**config.mk**
```make
export PLATFORM = sky130hd
export DESIGN_NAME = data_mem_access_unit
export DESIGN_NICKNAME = d
export VERILOG_FILES = /design/src/rtl/data_mem_access_unit.sv
export SDC_FILE = /design/constraint.sdc
export NUM_CORES = 1
export LEC_CHECK = 0
export CORE_ASPECT_RATIO = 0.9
export CORE_MARGIN = 3
export CORE_UTILIZATION = 48
export CTS_CLUSTER_SIZE = 16
export DETAILED_ROUTE_END_ITERATION = 10
export PLACE_DENSITY = 0.9
export SLEW_MARGIN = 20
export SYNTH_ARGS = -nofsm -noshare
export SYNTH_HDL_FRONTEND = slang
export SYNTH_SLANG_ARGS = --single-unit
```
**constraint.sdc**
```tcl
create_clock -name clk -period 4.1 [get_ports clk]
set_input_delay 0.82 -clock clk [delete_from_list [all_inputs] [get_ports clk]]
set_output_delay 0.82 -clock clk [all_outputs]
set_load 0.02 [all_outputs]
```
**src/rtl/data_mem_access_unit.sv**
```systemverilog
// MEM-stage load/store engine: turns load/store requests into word-bus transactions on a
// variable-latency data memory. Optional macro MISALIGN_TRAP_EN traps misaligned H/W accesses.
module data_mem_access_unit #(
  parameter int unsigned TIMEOUT_CYCLES = 64
) (
  input  logic        clk,
  input  logic        reset,
  input  logic        mem_read,
  input  logic        mem_write,
  input  logic [2:0]  func3,
  input  logic [31:0] mem_address,
  input  logic [31:0] mem_write_data,
  output logic [31:0] read_data,
  output logic        busywait,
  output logic        bus_error,
  output logic        dm_req,
  output logic        dm_we,
  output logic [29:0] dm_addr,
  output logic [3:0]  dm_byte_en,
  output logic [31:0] dm_wdata,
  input  logic [31:0] dm_rdata,
  input  logic        dm_ack
);

  typedef enum logic [1:0] {StIdle, StAccess, StDone} state_e;
  typedef enum logic [1:0] {SzByte, SzHalf, SzWord} size_e;

  localparam logic [7:0] TmoLast = 8'(TIMEOUT_CYCLES - 1);

  state_e     state;
  logic [7:0] tmo_cnt;

  // Attributes of the in-flight access, needed to extract the load result on ACK.
  logic       op_load;
  logic       op_unsigned;
  size_e      op_size;
  logic [1:0] op_lane;

  logic        req;
  logic        misaligned;
  logic        trap;
  size_e       size;
  logic [1:0]  lane;
  logic [3:0]  byte_en;
  logic [31:0] wdata;

  // A simultaneous read+write is a store, so mem_write alone selects the decode table.
  always_comb begin
    req  = mem_read | mem_write;
    size = SzWord;
    if (mem_write) begin
      unique case (func3[1:0])
        2'b00:   size = SzByte;
        2'b01:   size = SzHalf;
        default: size = SzWord;
      endcase
    end else begin
      unique case (func3)
        3'b000, 3'b100: size = SzByte;
        3'b001, 3'b101: size = SzHalf;
        default:        size = SzWord;
      endcase
    end
  end

  always_comb begin
    lane    = 2'b00;
    byte_en = 4'b1111;
    wdata   = mem_write_data;
    unique case (size)
      SzByte: begin
        lane    = mem_address[1:0];
        byte_en = 4'b0001 << mem_address[1:0];
        wdata   = {4{mem_write_data[7:0]}};
      end
      SzHalf: begin
        lane    = {mem_address[1], 1'b0};
        byte_en = mem_address[1] ? 4'b1100 : 4'b0011;
        wdata   = {2{mem_write_data[15:0]}};
      end
      default: begin
        lane    = 2'b00;
        byte_en = 4'b1111;
        wdata   = mem_write_data;
      end
    endcase
  end

`ifdef MISALIGN_TRAP_EN
  assign misaligned = ((size == SzHalf) && mem_address[0]) ||
                      ((size == SzWord) && (mem_address[1:0] != 2'b00));
`else
  assign misaligned = 1'b0;
`endif

  assign trap = req & misaligned;

  // Combinational so the pipeline freezes in the same cycle the request appears.
  assign busywait = reset & ((state == StAccess) | ((state == StIdle) & req));

  logic [7:0]  ld_byte;
  logic [15:0] ld_half;
  logic [31:0] ld_ext;

  always_comb begin
    ld_byte = dm_rdata[{op_lane, 3'b000} +: 8];
    ld_half = op_lane[1] ? dm_rdata[31:16] : dm_rdata[15:0];
    unique case (op_size)
      SzByte:  ld_ext = {{24{~op_unsigned & ld_byte[7]}}, ld_byte};
      SzHalf:  ld_ext = {{16{~op_unsigned & ld_half[15]}}, ld_half};
      default: ld_ext = dm_rdata;
    endcase
  end

  always_ff @(posedge clk or negedge reset) begin
    if (!reset) begin
      state       <= StIdle;
      tmo_cnt     <= 8'd0;
      read_data   <= 32'd0;
      bus_error   <= 1'b0;
      dm_req      <= 1'b0;
      dm_we       <= 1'b0;
      dm_addr     <= 30'd0;
      dm_byte_en  <= 4'd0;
      dm_wdata    <= 32'd0;
      op_load     <= 1'b0;
      op_unsigned <= 1'b0;
      op_size     <= SzWord;
      op_lane     <= 2'b00;
    end else begin
      bus_error <= 1'b0;
      unique case (state)
        StIdle: begin
          if (trap) begin
            read_data <= 32'd0;
            bus_error <= 1'b1;
            state     <= StDone;
          end else if (req) begin
            dm_req      <= 1'b1;
            dm_we       <= mem_write;
            dm_addr     <= mem_address[31:2];
            dm_byte_en  <= byte_en;
            dm_wdata    <= wdata;
            op_load     <= ~mem_write;
            op_unsigned <= func3[2];
            op_size     <= size;
            op_lane     <= lane;
            tmo_cnt     <= 8'd0;
            state       <= StAccess;
          end
        end
        StAccess: begin
          if (dm_ack) begin
            dm_req <= 1'b0;
            if (op_load) begin
              read_data <= ld_ext;
            end
            state <= StDone;
          end else if (tmo_cnt == TmoLast) begin
            dm_req    <= 1'b0;
            read_data <= 32'd0;
            bus_error <= 1'b1;
            state     <= StDone;
          end else begin
            tmo_cnt <= tmo_cnt + 8'd1;
          end
        end
        StDone: begin
          state <= StIdle;
        end
        default: begin
          state <= StIdle;
        end
      endcase
    end
  end

endmodule

```
Word level (Yosys, flattened, before mapping)
Cells that the tools add are included.

word-level totals
  register bits = 117
  bits in latches = 0
  memory bits (writable) = 0
  memory bits (read-only) = 0
  bits of input ports = 104
  output and inout port bits = 102
  word-level logic and storage cells = 78
  memories = 0

operators by class
  $add $sub $neg = 1
  multiply operators = 0
  div/mod/pow operators = 0
  magnitude comparators = 0
  eq/ne operators = 13
  shifts and indexed selects = 2
  mux-type cells = 27
  bitwise operators = 8
  reductions and logical operators = 14

operators by type and width
  kind                   number
  $pmux W32 S2           2
  $mux W32               3
  $shiftx A32 B6 Y8      1
  $mux W8                3
  $mux W16               1
  $pmux W2 S2            4
  $pmux W8 S2            1
  $add A8 B1 Y8 const B  1
  $eq A2 B1 Y1 const B   4
  $eq A8 B6 Y1 const B   1
  $logic_not A2 Y1       4
  $mux W2                4
  $pmux W4 S2            1
  $eq A3 B3 Y1 const B   2
  $mux W1                6
  $ne A2 B2 Y1 const B   3
  $reduce_and A3 Y1      2
  $and A1 B1 Y1          4
  $mux W4                1
  $reduce_and A2 Y1      2
  $reduce_and A4 Y1      1
  $reduce_bool A2 Y1     2
  $reduce_or A2 Y1       2
  $shl A1 B2 Y4 const A  1
  7 further kinds        9

Depth between registers and ports, before layout
  word-level depth = 6
  depth in mapped cells = 7
  gate-level depth less buffers = 5

Least setup slack after synthesis
OpenSTA, ideal clock, no wires.

  path kind = input port to output port
  from = input port mem_write
  to = output port busywait
  arrival time = 1,749 ps
  data required time = 3,280 ps
  path slack = 1,531 ps
  stages on the path = 3
  path buffers = 1
  path through = o21ai_1 > clkbuf_1 > a21boi_0

on the way
  longest elaborated chain between the ends = 4

ends and longest elaborated chain
  item           RTL line  source
  from (decl)    9         input logic mem_write,
  $or A1 B1 Y1   49        req = mem_read | mem_write;
  $and A1 B1 Y1  99        assign busywait = reset & ((state == StAccess) | ((state == StIdle) & req));
  $or A1 B1 Y1   99
  $and A1 B1 Y1  99
  to (decl)      14        output logic busywait,

No other way between the ends.

Final worst setup path
Same ends and word-level chain as after synthesis.

==> impl_metrics.tcl <==
set metrics [dict create \
    status "finished clean" \
    syn_avg_cell_area_sq_um 9.760 \
    crit_chain "clkdlybuf4s50_1 -> o21ai_4 -> a21boi_0 -> clkdlybuf4s50_1" \
    crit_slowest_cell "clkdlybuf4s50_1" \
    cellPowerDensity_nw_per_um2 821.6 \
    post_cts_resized 0 \
    synth_cell_types 44 \
    final_common_cell "clkdlybuf4s50_1" \
    drt_iter0_markers 372 \
    clk_latency_ns 0.41 \
    crit_required_ns 3.28 \
    fmax_mhz 322.8 \
    ys_ff_latch 117 \
    path_clk_slew_ns 0.05 \
    cts_made_buffers 17 \
    crit_top_cell "clkdlybuf4s50_1" \
    yosysSeqAreaShare_pct 54.97 \
    slowest_delay_ns 0.63 \
    critPathMaxFanout 4 \
    grt_usage_pct 26.40 \
    vias 4803 \
    final_util_pct 76.96 \
    power_mw 6.646 \
    syn_area_sq_um 5329 \
    syn_nets 651 \
    nNetsFinal 843 \
    num_io_pins 206 \
    core-area_sq_um 10510 \
    cts_max_path_buffers 2 \
    wl_per_cell_microns 18.24 \
    min_period_ns 3.098 \
    fillerInstances 672 \
    path_buf_inv 2 \
    dr.pass1.iters 5 \
    port_buffers 205 \
    synthSimpleGateAreaFrac_pct 18.10 \
    crit_type "in2out" \
    h-tree-depth 4 \
    synth-compound-area-share_pct 15.64 \
    cts_root_buf "clkbuf_16" \
    rsz0062_at_grt "no" \
    die_area_sq_um 12400 \
    syn_to_final_growth_pct 51.80 \
    path_delay_family "buffers and inverters" \
    diodes 0 \
    crit_path_start_kind "input port" \
    mostFrequentLayoutCells "204 x clkdlybuf4s50_1, 164 x nand2_1, 116 x dfrtp_1" \
    grt_pass1_vias 4929 \
    clock_sinks 117 \
    dpl.hpwl_microns 11030 \
    setup_violations 0 \
    synthCells 546 \
    skew_ns 0.009017 \
    initial_core_util_pct 50.70 \
    min_period_over_period_pct 75.55 \
    wirelength_microns 16030 \
    grt_pass1_wl_microns 25430 \
    p_leak_nw 3.610 \
    drc_errors 0 \
    ant_nets 0 \
    viasPerCell 5.464 \
    synth_mux_area_share_pct 7.889 \
    hold_buffers 0 \
    antenna_found_initial 0 \
    tns_ns 0 \
    ys_warn_count 0 \
    place_congestion 0.8651 \
    grt_start_max_net_pins 109 \
    hp-class "reg2reg" \
    worstPathArrival_ns 2.28 \
    slew_viol_final 0 \
    synth-xor-area-share_pct 0 \
    dieHeight_microns 106.0 \
    drive_above_1_share_pct 8.267 \
    drv_cap 0 \
    fp.dieW_microns 117.1 \
    yosys.area_share.adder_pct 0.2348 \
    cts_tree "built" \
    synth_top_family_by_area "simple AND/OR/NAND/NOR gates" \
    crit_path_end_kind "output port" \
    slew_headroom_pct 25.72 \
    rows 35 \
    grt.overflow.total 0 \
    hold_viol 0 \
    cts_setup_buffers 0 \
    tightest_slew_ns 1.102 \
    ir_worst_vdd_mv 0.4914 \
]
## state kept, by name (all words and copies together) (netlist names)
signal	count
bus_error	1
dm_addr	30
dm_byte_en	4
dm_req	1
dm_wdata	32
dm_we	1
op_lane	2
op_load	1
op_size	2
op_unsigned	1
read_data	32
state	2
tmo_cnt	8
## report_power, final
part | switching, mW | total [mW] | internal, mW
Clock | 0.515 | 1.62 | 1.10
Sequential | 0.412 | 2.09 | 1.68
Combinational | 1.57 | 2.94 | 1.37
Total | 2.49 | 6.65 | 4.15
## routing by layer
metal | vias to the layer above | global-route usage [%] | share of wire [%]
met1 | 2286 | 32.21 | 40
met3 | 22 | 10.30 | 9.5
li1 | 2261 | - | -
met2 | 234 | 42.69 | 49
met4 | 0 | 8.845 | 2.0
met5 | - | 0 | 0
## tightest hold or removal path: stages, from the launching register on
cell and delay, ns:
dfrtp_1 0.33, nand2_1 0.05, nand2_1 0.05
## Yosys cell counts, drive strengths merged
library cell | n | area, sq um
buf | 7 | 40.04
o21ai | 52 | 260.2
nor4 | 2 | 12.51
a32o | 8 | 80.08
or4 | 2 | 15.01
o41ai | 1 | 8.760
nor2 | 13 | 48.80
or2 | 1 | 8.760
mux2i | 33 | 330.3
or3 | 1 | 6.260
nor3b | 1 | 7.510
o21a | 2 | 15.01
or3b | 1 | 8.760
o22ai | 1 | 6.260
a21oi | 21 | 105.1
clkbuf | 31 | 117.6
nand2 | 164 | 615.6
dfrtp | 116 | 2903
a221o | 16 | 172.7
dfstp | 1 | 26.28
a21boi | 1 | 7.510
o211ai | 2 | 15.01
o31ai | 4 | 30.03
a2111oi | 1 | 27.53
ha | 1 | 12.51
o2bb2ai | 8 | 70.07
o21ba | 1 | 10.01
nand3 | 6 | 30.03
a211oi | 1 | 7.510
a2bb2oi | 1 | 8.760
and2 | 1 | 6.260
and3 | 1 | 6.260
nand2b | 20 | 125.1
inv | 3 | 11.26
nor3 | 1 | 5.000
nor2b | 11 | 68.82
mux2 | 8 | 90.09
a221oi | 1 | 8.760
## kinds of logic (layout without fill, tap and decap cells)
| kind of cell | after synthesis | after routing |
|---|---|---|
| and+or+nand+nor | 225 | 225 |
| muxes | 41 | 41 |
| DFF | 117 | 117 |
| buffers and inverters | 41 | 245 |
| AOI/OAI and AO/OA | 121 | 121 |
| adders and majority gates | 1 | 1 |
## layout make-up
class                      count  area [sq um]  area share, %
inverter                       3         11.26         0.1392
tap                          129         161.4          1.995
multi-input combinational    388          2255          27.87
sequential                   117          2929          36.21
clock inverter                10         177.7          2.196
clock buffer                  21         460.4          5.692
timing repair buffer         211          2095          25.89
## through the flow
step                setup slack [ns]  cells  cell area [sq um]  hold WS, ns
floorplan                      1.531    546               5329       0.4646
global placement               1.015    848               7451       0.4578
detailed placement             1.004    848               7451       0.4612
CTS                            1.003    879               8089       0.4751
global route                  0.9488    879               8089       0.4933
finish                         1.002    879               8089       0.4683
## path summary, 6_finish.rpt
| check | startpoint | to | slack [ns] | cells past startpoint |
|---|---|---|---|---|
| hold reg to reg | dm_addr[28] | dm_addr[28] | 0.47 | 2 |
| hold / removal | dm_addr[28] | dm_addr[28] | 0.47 | 2 |
| min in group asynchronous | reset | tmo_cnt[4] | 0.57 | 2 |
| max in group asynchronous | reset | dm_addr[2] | 2.30 | 3 |
| setup reg to reg | op_lane[1] | read_data[21] | 1.73 | 4 |
| setup / recovery | mem_write | busywait | 1.00 | 4 |
(Power assumes the default switching activity.)
